<file path="src/rtl/uart_rx_fifo.sv">
// UART receive buffer: captures one byte per UART valid/rd handshake into a FWFT FIFO.
// Optional RTS flow control with 1-entry hysteresis is enabled by `define UART_RX_FIFO_RTS_EN.
module uart_rx_fifo #(
    parameter int DEPTH     = 16,
    parameter int RTS_LEVEL = 12
) (
    input  logic                     clk,
    input  logic                     reset_i,
    input  logic                     uart_valid_i,
    input  logic [7:0]               uart_data_i,
    output logic                     uart_rd_o,
    input  logic                     rd_strobe_i,
    input  logic                     clr_ovf_i,
    output logic [7:0]               data_o,
    output logic [$clog2(DEPTH):0]   count_o,
    output logic                     not_empty_o,
    output logic                     full_o,
`ifdef UART_RX_FIFO_RTS_EN
    output logic                     rts_n_o,
`endif
    output logic                     overflow_o
);
    localparam int PW = $clog2(DEPTH);
    localparam int CW = PW + 1;

    typedef enum logic [1:0] {S_IDLE, S_CAPTURE, S_WAIT} state_t;

    state_t         state_q, state_d;
    logic [7:0]     mem [DEPTH];
    logic [PW-1:0]  wr_ptr_q, rd_ptr_q;
    logic [CW-1:0]  count_q, count_d;
    logic           full_q, not_empty_q, ovf_q;
    logic           capture, push, pop, drop;

    // A full FIFO still accepts the byte when the CPU frees a slot on the same edge.
    assign capture = (state_q == S_CAPTURE);
    assign push    = capture && (!full_q || rd_strobe_i);
    assign drop    = capture && full_q && !rd_strobe_i;
    assign pop     = rd_strobe_i && not_empty_q;
    assign count_d = count_q + CW'(push) - CW'(pop);

    always_comb begin
        state_d   = state_q;
        uart_rd_o = 1'b0;
        case (state_q)
            S_IDLE:    if (uart_valid_i) state_d = S_CAPTURE;
            S_CAPTURE: begin
                uart_rd_o = 1'b1;
                state_d   = S_WAIT;
            end
            S_WAIT:    if (!uart_valid_i) state_d = S_IDLE;
            default:   state_d = S_IDLE;
        endcase
    end

    always_ff @(posedge clk or posedge reset_i) begin
        if (reset_i) begin
            state_q     <= S_IDLE;
            wr_ptr_q    <= '0;
            rd_ptr_q    <= '0;
            count_q     <= '0;
            full_q      <= 1'b0;
            not_empty_q <= 1'b0;
            ovf_q       <= 1'b0;
        end else begin
            state_q     <= state_d;
            if (push) wr_ptr_q <= wr_ptr_q + 1'b1;
            if (pop)  rd_ptr_q <= rd_ptr_q + 1'b1;
            count_q     <= count_d;
            full_q      <= (count_d == CW'(DEPTH));
            not_empty_q <= (count_d != '0);
            if (drop)           ovf_q <= 1'b1;
            else if (clr_ovf_i) ovf_q <= 1'b0;
        end
    end

    always_ff @(posedge clk) begin
        if (push) mem[wr_ptr_q] <= uart_data_i;
    end

`ifdef UART_RX_FIFO_RTS_EN
    logic rts_q;
    always_ff @(posedge clk or posedge reset_i) begin
        if (reset_i)                            rts_q <= 1'b0;
        else if (int'(count_d) >= RTS_LEVEL)    rts_q <= 1'b1;
        else if (int'(count_d) + 2 <= RTS_LEVEL) rts_q <= 1'b0;
    end
    assign rts_n_o = rts_q;
`endif

    assign data_o      = not_empty_q ? mem[rd_ptr_q] : 8'h00;
    assign count_o     = count_q;
    assign not_empty_o = not_empty_q;
    assign full_o      = full_q;
    assign overflow_o  = ovf_q;
endmodule

</file>
<file path="config.mk">
export PLATFORM = sky130hd
export DESIGN_NAME = uart_rx_fifo
export DESIGN_NICKNAME = d
export VERILOG_FILES = /design/src/rtl/uart_rx_fifo.sv
export SDC_FILE = /design/constraint.sdc
export NUM_CORES = 1
export LEC_CHECK = 0
export CAP_MARGIN = 20
export CORE_MARGIN = 4
export CORE_UTILIZATION = 26
export CTS_CLUSTER_SIZE = 40
export DETAILED_ROUTE_END_ITERATION = 10
export GPL_TIMING_DRIVEN = 0
export HOLD_SLACK_MARGIN = 0.08
export SYNTH_ARGS = -nofsm -noshare
export SYNTH_HDL_FRONTEND = slang
export SYNTH_SLANG_ARGS = --single-unit
</file>
<file path="constraint.sdc">
create_clock -name clk -period 2.3 [get_ports clk]
set_input_delay 0.46 -clock clk [delete_from_list [all_inputs] [get_ports clk]]
set_output_delay 0.46 -clock clk [all_outputs]
set_load 0.1 [all_outputs]
</file>
==> impl_metrics.py <==
metrics = {
    "grt": {
        "overflow": 0,
        "grtUsageTotal_pct": 10.3,
        "antenna_found_initial": 0,
        "grt_pass1_vias": 3294,
        "grt_max_degree": 19,
        "grt_first_pass_wirelength_mm": 19.6,
    },
    "layout": {
        "layout-drive-gt1-share_pct": 28.5,
        "layout_commonest_cell": "edfxtp_1",
        "fillers": 2151,
        "regArea_sq_um": 4300,
        "multi_input_comb_area_sq_um": 1670,
        "antenna_cells": 0,
        "area_delta_synth_final_pct": 27.2,
        "mostFrequentLayoutCells": "edfxtp_1, mux2i_1, clkbuf_16",
        "nets": 419,
    },
    "setup_path": {
        "slowest_stage": "mux4_2",
        "cp.required_ns": 1.84,
        "end_kind": "output port",
        "crit_top_cell": "buf_12",
        "critPathLaunchType": "flip-flop",
        "critPathLaunch": "rd_ptr_q[0]",
        "cp.arrival_ns": 2.21,
        "critPathKind": "reg2out",
        "slowest_delay_ns": 0.53,
        "r2r_start": "full_o",
        "r2r_slack_ns": 0.05,
        "worstPathCellList": "buf_6, buf_12, mux4_2, o2111ai_4, o31ai_4, buf_12",
        "crit_fanout": 6,
    },
    "timing": {
        "worst_pin_slew_ns": 1.01,
        "clock.fmax_mhz": 375,
        "finalHoldViolCount": 0,
        "skew_ns": 0.00904,
        "fin_hold_ws_ns": 0.485,
        "drv_slew": 0,
        "maxSlewHeadroom_pct": 32.4,
        "worst_slack_ns": -0.368,
        "fin_crit_sh_pct": 116,
        "finalSetupViolations": 8,
        "rsz0062_at_grt": "yes",
        "fin_crit_ns": 2.67,
    },
    "synth": {
        "synth_edf_count": 128,
        "async_flop_share_pct": 12.3,
        "synth_top_area_share_pct": 64.3,
        "ys_seq_area_share_pct": 71.8,
        "synth_top_family_by_area": "multiplexers",
        "syn_nets": 356,
        "synth_area_leaders": "edfxtp_1, dfrtp_1, mux4_1",
        "synth-seq-cells": 146,
        "synth.distinct_cells": 42,
        "yosysWarnings": 0,
        "synthXorXnorAreaFrac_pct": 1.46,
        "synthFlopType": "edfxtp_1",
        "synthMuxAreaShare_pct": 13.1,
        "syn_area_sq_um": 5980,
        "syn_area_per_cell_sq_um": 18.0,
        "synth_compound_area_share_pct": 3.70,
        "synthAdderAreaFrac_pct": 2.43,
        "synth_cells": 332,
        "synth-simple-area-share_pct": 4.52,
        "synth_largest_area_cell": "edfxtp_1",
    },
    "drt": {
        "drt_iter0_markers": 194,
        "finalWirelength_mm": 12.5,
        "drc": 0,
        "viasPerCell": 4.45,
        "drtAntennaViolNets": 0,
        "wl_per_cell_um": 18.1,
        "via_count": 3082,
        "drt-pass1-iter-count": 5,
    },
    "run_status": {
        "violations": "negative setup slack",
        "outcome": "finished, violations left",
    },
    "cts": {
        "ctsHoldBuffers": 0,
        "cts-root-buf": "clkbuf_16",
        "clk_pin_slew_ns": 0.06,
        "cts_made_buffers": 17,
        "clk_latency_ns": 0.42,
        "cts_tree": "built",
        "clock_sinks": 146,
        "htree_levels": 4,
        "cts_buffer_depth": 2,
    },
    "floorplanning": {
        "die-height_um": 160,
        "core-area_sq_um": 22600,
        "die-area_sq_um": 25500,
        "io_pins": 30,
        "floorplan.die.width_um": 160,
        "rows": 55,
        "start_util_pct": 26.4,
    },
    "worst_hold_path": {
        "hold_class": "in2async",
    },
    "place": {
        "io_buffers": 29,
        "place_hpwl_mm": 8.16,
        "gp_congestion": 0.734,
    },
    "run": {
        "cap_viol_max_count": 0,
    },
}
[sequential cells by signal, indices dropped and copies added, names as in the netlist]
signal	cells
mem	128
count_o	5
rd_ptr_q	4
wr_ptr_q	4
state_q	2
full_o	1
not_empty_o	1
overflow_o	1
[per-layer routing]
layer	track usage, %	part of all wire (%)
met5	0	0
met4	3.27	0.98
met3	3.51	5.7
met2	15.7	47
met1	13.9	46
[Yosys cell counts (4+ instances only)]
library cell  count
nand2b_1          6
edfxtp_1        128
nand2_1          22
inv_1            14
mux4_2            6
ha_1             10
nor3_1            5
mux2i_1          23
o21ai_0           4
mux2_2            7
a22oi_1           4
dfrtp_1          18
mux4_1           13
xnor2_1           8
nor2_1           13
a21oi_1           5
buf_6             4
[critical path: cells and delay by family (launching register included)]
family | cells | cell delay (ns)
AOI/OAI and AO/OA | 2 | 0.37
buffers and inverters | 3 | 0.50
DFF | 1 | 0.38
muxes | 1 | 0.53
[worst paths after layout]
| check | to | cells after the start |
|---|---|---|
| worst max-delay path | data_o[2] | 6 |
| worst min-delay path | rd_ptr_q[0] | 2 |
| worst max register to register | not_empty_o | 10 |
| worst min register to register | rd_ptr_q[3] | 1 |
| max in group asynchronous | full_o | 2 |
| min in group clk | rd_ptr_q[3] | 1 |
[what timing repair did]
| action | CTS | global route |
|---|---|---|
| gates cloned | 2 | 0 |
| setup buffers | 6 | 3 |
| endpoints found under the setup margin | 25 | 16 |
| pin swaps | 7 | 5 |
| gates resized for setup | 112 | 12 |
| endpoints found under the hold margin | 0 | 0 |
[final cells by class]
type | instances | share of cell area (%)
tap | 285 | 4.69
timing repair buffer | 44 | 6.45
clock buffer | 18 | 5.64
clock inverter | 13 | 2.11
multi-input combinational | 158 | 22.0
sequential | 146 | 56.5
inverter | 14 | 0.691
buffer | 14 | 1.89
[through the flow]
stage                     utilization (%)  setup slack [ns]  instances  cell area, sq um  TNS, ns
after CTS                            33.4            -0.400        689              7550    -2.79
final                                33.6            -0.368        692              7600    -2.67
after floorplan                         -            -0.125        332              6030   -0.410
after global routing                 33.6            -0.478        692              7600    -3.71
after global placement               29.5            -0.948        646              6680   -62.86
after detailed placement             29.6            -0.973        650              6710   -50.02
[cell families (layout without fill, tap and decap cells)]
group	Yosys count	count (layout)
buf+inv	28	103
compound gates	30	30
mux	49	49
fa+ha+maj	11	11
flops	146	146
simple gates	58	58
xor+xnor	10	10
Power is not shown: default switching activity piles up to over one toggle a cycle in this logic, so the estimate is an artifact.
